<file path="src/rtl/serial_add_ctrl.sv">
// Bit-serial adder controller: one full_adder cell walked across a WIDTH-bit add, LSB first.
// Optional SERIAL_ADD_SUB_EN adds a 'sub' port for two's-complement subtraction.

module full_adder (
  input  logic i_a,
  input  logic i_b,
  input  logic i_c,
  output logic o_s,
  output logic o_c
);
  assign o_s = i_a ^ i_b ^ i_c;
  assign o_c = (i_a & i_b) | (i_a & i_c) | (i_b & i_c);
endmodule

module serial_add_ctrl #(
  parameter int unsigned WIDTH = 8
) (
  input  logic             clk,
  input  logic             rst,
  input  logic             start,
  input  logic [WIDTH-1:0] a,
  input  logic [WIDTH-1:0] b,
  input  logic             cin,
`ifdef SERIAL_ADD_SUB_EN
  input  logic             sub,
`endif
  output logic [WIDTH-1:0] sum,
  output logic             carry,
  output logic             busy,
  output logic             done
);

  localparam int unsigned CW = $clog2(WIDTH) + 1;

  typedef enum logic [1:0] {
    S_IDLE  = 2'd0,
    S_SHIFT = 2'd1,
    S_DONE  = 2'd2
  } state_t;

  state_t           r_state;
  state_t           w_state_nxt;
  logic             w_load;
  logic             w_last;
  logic [WIDTH-1:0] r_a_sh;
  logic [WIDTH-1:0] r_b_sh;
  logic [WIDTH-1:0] r_s_sh;
  logic             r_c_ff;
  logic [CW-1:0]    r_cnt;
  logic [WIDTH-1:0] r_sum;
  logic             r_carry;
  logic             r_busy;
  logic             r_done;
  logic             w_fa_s;
  logic             w_fa_c;
  logic [WIDTH-1:0] w_b_load;
  logic             w_c_load;

  // Subtraction is a + ~b + 1; the carry flop doubles as the +1.
`ifdef SERIAL_ADD_SUB_EN
  assign w_b_load = sub ? ~b : b;
  assign w_c_load = sub ? 1'b1 : cin;
`else
  assign w_b_load = b;
  assign w_c_load = cin;
`endif

  assign w_last = (r_cnt == CW'(WIDTH - 1));

  full_adder u_fa (
    .i_a (r_a_sh[0]),
    .i_b (r_b_sh[0]),
    .i_c (r_c_ff),
    .o_s (w_fa_s),
    .o_c (w_fa_c)
  );

  always_ff @(posedge clk) begin
    if (rst) r_state <= S_IDLE;
    else     r_state <= w_state_nxt;
  end

  always_comb begin
    w_state_nxt = r_state;
    w_load      = 1'b0;
    case (r_state)
      S_IDLE: begin
        if (start) begin
          w_state_nxt = S_SHIFT;
          w_load      = 1'b1;
        end
      end
      S_SHIFT: begin
        if (w_last) w_state_nxt = S_DONE;
      end
      S_DONE:  w_state_nxt = S_IDLE;
      default: w_state_nxt = S_IDLE;
    endcase
  end

  // Datapath: operand capture, serial shift, and result publish on the final bit.
  always_ff @(posedge clk) begin
    if (rst) begin
      r_a_sh  <= '0;
      r_b_sh  <= '0;
      r_s_sh  <= '0;
      r_c_ff  <= 1'b0;
      r_cnt   <= '0;
      r_sum   <= '0;
      r_carry <= 1'b0;
      r_busy  <= 1'b0;
      r_done  <= 1'b0;
    end else begin
      if (w_load) begin
        r_a_sh <= a;
        r_b_sh <= w_b_load;
        r_c_ff <= w_c_load;
        r_cnt  <= '0;
      end else if (r_state == S_SHIFT) begin
        r_a_sh <= r_a_sh >> 1;
        r_b_sh <= r_b_sh >> 1;
        r_s_sh <= {w_fa_s, r_s_sh[WIDTH-1:1]};
        r_c_ff <= w_fa_c;
        r_cnt  <= r_cnt + CW'(1);
        if (w_last) begin
          r_sum   <= {w_fa_s, r_s_sh[WIDTH-1:1]};
          r_carry <= w_fa_c;
        end
      end
      r_busy <= (w_state_nxt != S_IDLE);
      r_done <= (w_state_nxt == S_DONE);
    end
  end

  assign sum   = r_sum;
  assign carry = r_carry;
  assign busy  = r_busy;
  assign done  = r_done;

endmodule
</file>
<file path="config.mk">
export PLATFORM = sky130hd
export DESIGN_NAME = serial_add_ctrl
export DESIGN_NICKNAME = d
export VERILOG_FILES = /design/src/rtl/serial_add_ctrl.sv
export SDC_FILE = /design/constraint.sdc
export NUM_CORES = 1
export LEC_CHECK = 0
export CAP_MARGIN = 20
export CORE_UTILIZATION = 40
export CTS_CLUSTER_SIZE = 16
export DETAILED_ROUTE_END_ITERATION = 8
export PLACE_DENSITY = 0.75
export SLEW_MARGIN = 5
export SYNTH_ARGS = -nofsm -noshare
export SYNTH_HDL_FRONTEND = slang
export SYNTH_SLANG_ARGS = --single-unit
</file>
<file path="constraint.sdc">
create_clock -name clk -period 1.61 [get_ports clk]
set_input_delay 0.161 -clock clk [delete_from_list [all_inputs] [get_ports clk]]
set_output_delay 0.161 -clock clk [all_outputs]
set_load 0.05 [all_outputs]
</file>
==> results by group <==
Outcome
  • Status: complete, no violations

STA
  • Setup TNS: 0 ns
  • Final slew viol count: 0
  • Fin. Hold Viols: 0
  • Min setup slack post-route: 0.240 ns
  • Clk_skew: 0.0109 ns
  • Worst Tran Pin Value: 0.498 ns
  • Minimum clock period: roughly 1.4 ns
  • Final setup vio count: 0
  • Period utilisation layout: 85.1%
  • Slew headroom: approximately 67%
  • Hold_ws: 0.454 ns
  • Max frequency: 0.730 GHz
  • Unrepaired setup endpoints after global routing: no

Drt
  • Wire per inst: 11.5 µm
  • Post-DR vias/cell: 5.01
  • Final ANT Viol Nets: 0
  • DR pass1 iterations: 4
  • # DRC: 0
  • Total Wirelength: about 3200 µm
  • Via total after detailed routing: 1,369
  • DRT iter0 DRCs: 115

Clock network
  • Cts hold-fix bufs: 0
  • TritonCTS clock tree: yes
  • Clk Latency, worst-skew pair: 0.30 ns
  • Post-CTS Setup Inserts: 0
  • CTS Buf Count: 5
  • CTS resizes: 0
  • Clock-pin slew on the worst setup and hold paths: around 0.080 ns
  • CTS Buffer Depth: 2
  • CTS H-tree lvls: 2
  • Root Driver: clkbuf_8
  • Total clock sinks: 41

Layout
  • Synthesis-to-layout area growth: 25.8%
  • Net count, final: 245
  • # diodes: 0
  • Sequential cell area: 821 µm²
  • Fill cells: 387
  • Share of cells above drive strength 1: 12.6%
  • Multi-input gate area: 816 µm²

Pwr
  • Overall Power: 2.04 mW
  • Logic gate share of total power: 12.8%
  • Internal Power: roughly 1.5 mW
  • Switching share of power: 25.1%
  • NetSw: 513 µW
  • PD cells: around 960 nW/µm²
  • Clock share of power: between 30% and 40%
  • Flop pwr share: a little over half
  • Static Leak: 0.780 nW
  • Maximum vdd drop: around 0.44 mV

Logic synthesis
  • Post-synth ARST share: 0%
  • Count leader, synth: dfxtp_1
  • Synth top area share: 48.4%
  • Yosys Warn Count: 0
  • Yosys top cell by area: dfxtp_1
  • Cells after synthesis: 192
  • Distinct cells, synth: 25
  • Mapped Area: 1700 µm²
  • Top_reg_cell synth: dfxtp_1
  • Syn nets: between 200 and 250
  • Syn_area_per_cell: between 8 and 9 µm²
  • Post-synth EDFFs: 0
  • Post-synthesis sequential area ratio: 48.4%
  • Synth Register Bits: 41
  • Synth top cells by count: dfxtp_1, nand2_1, a21oi_1, nand2b_1, nor2_1
  • Synth top area cells: dfxtp_1, a211oi_1, nand2b_1, a21oi_1, nand2_1

Floorplanning
  • Die height: ~67 µm
  • DIE AREA: 4500 µm²
  • Die width: 67.1 µm
  • IO Count: 31
  • Core Box Area: 4030 µm²
  • Starting density of the core: between 40 and 50%
  • Placement Rows: 23

Critical path
  • Worst setup SP type: register
  • Largest fanout on the critical path: 9
  • Setup CP Type: reg -> reg
  • CP Data Arrival Time: about 1.6 ns
  • Crit. End Element: register
  • WP data required: roughly 1.8 ns

GRT
  • Antenna violations before repair: 0
  • Vias in the first global route: between 1,000 and 1,500
  • Gr usage total: between 10% and 20%
  • First-pass GRT wire length: ~5400 µm
  • GRT overflow: 0
  • Largest net degree at the start of global routing: just over 50

Worst hold path
  • Hold crit path type: reg -> reg

Place
  • Setup slack after placement: roughly 0.054 ns
  • I/O Buffers: 30
  • DPL Wire Length: between 2000 and 2500 µm
  • Routability-driven placement congestion ratio: 0.760

Job
  • Max cap viols: 0
## placed cells by master, fill, tap and decap left out
| cell type | instances |
|---|---|
| nor2b_1 | 1 |
| ha_1 | 1 |
| or3_1 | 1 |
| nor2_1 | 19 |
| dlymetal6s2s_1 | 1 |
| nand2b_1 | 19 |
| buf_12 | 1 |
| o21ai_0 | 1 |
| clkdlybuf4s50_1 | 19 |
| xor2_1 | 1 |
| nand3_1 | 1 |
| nand3b_1 | 2 |
| buf_4 | 16 |
| nor3_1 | 5 |
| fa_1 | 1 |
| clkbuf_8 | 6 |
| nor3b_2 | 1 |
| nor2_4 | 1 |
| or3b_1 | 1 |
| xnor2_1 | 1 |
| a21oi_1 | 23 |
| a22oi_1 | 2 |
| mux2i_1 | 10 |
| clkinvlp_4 | 1 |
| o21ba_2 | 1 |
| nand2_1 | 29 |
| dfxtp_1 | 41 |
| o21bai_2 | 1 |
| a211oi_1 | 16 |
## flip-flops by register name, summed over array words and instances (netlist names)
| register | flops |
|---|---|
| r_a_sh | 8 |
| r_b_sh | 8 |
| sum | 8 |
| r_s_sh | 7 |
| r_cnt | 4 |
| r_state | 2 |
| busy | 1 |
| carry | 1 |
| done | 1 |
| r_c_ff | 1 |
## final cells by class
cell class,instances,share of cell area (%)
Timing Repair Buffer,37,16.1
Clock inverter,1,0.352
Multi-Input combinational cell,138,38.3
Tap cell,50,2.93
Clock buffer,6,3.87
Sequential cell,41,38.5
## final timing paths
path,from,end,slack [ns],cells after the start
worst min-delay path,r_a_sh[5]$_SDFFE_PP0P_,r_a_sh[4]$_SDFFE_PP0P_,0.45,2
worst min register to register,r_a_sh[5]$_SDFFE_PP0P_,r_a_sh[4]$_SDFFE_PP0P_,0.45,2
worst max-delay path,r_cnt[0]$_SDFFE_PP0P_,sum[0]$_SDFFE_PP0P_,0.24,4
worst max register to register,r_cnt[0]$_SDFFE_PP0P_,sum[0]$_SDFFE_PP0P_,0.24,4
## through the flow
step	util [%]	cell area [µm²]	instances
2_1_floorplan	-	1700	192
3_3_place_gp	50.6	2040	266
3_5_place_dp	50.6	2040	266
4_1_cts	52.9	2130	273
5_1_grt	52.9	2130	273
6_report	52.9	2130	273
## critical path: stages, from the launching register on
cell,delay (ns)
dfxtp_1,0.37
ha_1,0.18
nand3b_1,0.19
nor2_4,0.34
mux2i_1,0.23
## cell families after synthesis
| family | count (synthesis) | synth area share [%] |
|---|---|---|
| AO/OA/AOI/OAI | 44 | 16.3 |
| XOR/XNOR | 2 | 1.03 |
| adder cells (fa/ha/maj) | 2 | 1.92 |
| buffers and inverters | 13 | 3.47 |
| flip-flops | 41 | 48.4 |
| multiplexers | 10 | 5.90 |
| AND/OR/NAND/NOR | 80 | 23.0 |
## power by group through the flow
| stage | registers, mW | clock network (mW) | logic [mW] |
|---|---|---|---|
| floorplan | 1.11 | 0 | 0.162 |
| CTS | 1.09 | 0.708 | 0.263 |
| global route | 1.10 | 0.750 | 0.286 |
| finish | 1.09 | 0.690 | 0.261 |
| detailed placement | 1.11 | 0 | 0.263 |
| global placement | 1.11 | 0 | 0.260 |
## routing by layer
layer,vias to the layer above,GRT usage [%],part of all wire (%)
met5,-,0,0
met4,0,8.78,2.3
met3,8,4.45,4.3
met2,28,22.1,43
met1,620,21.9,51
li1,713,-,-
No activity file was read; power rests on OpenSTA's default activity.
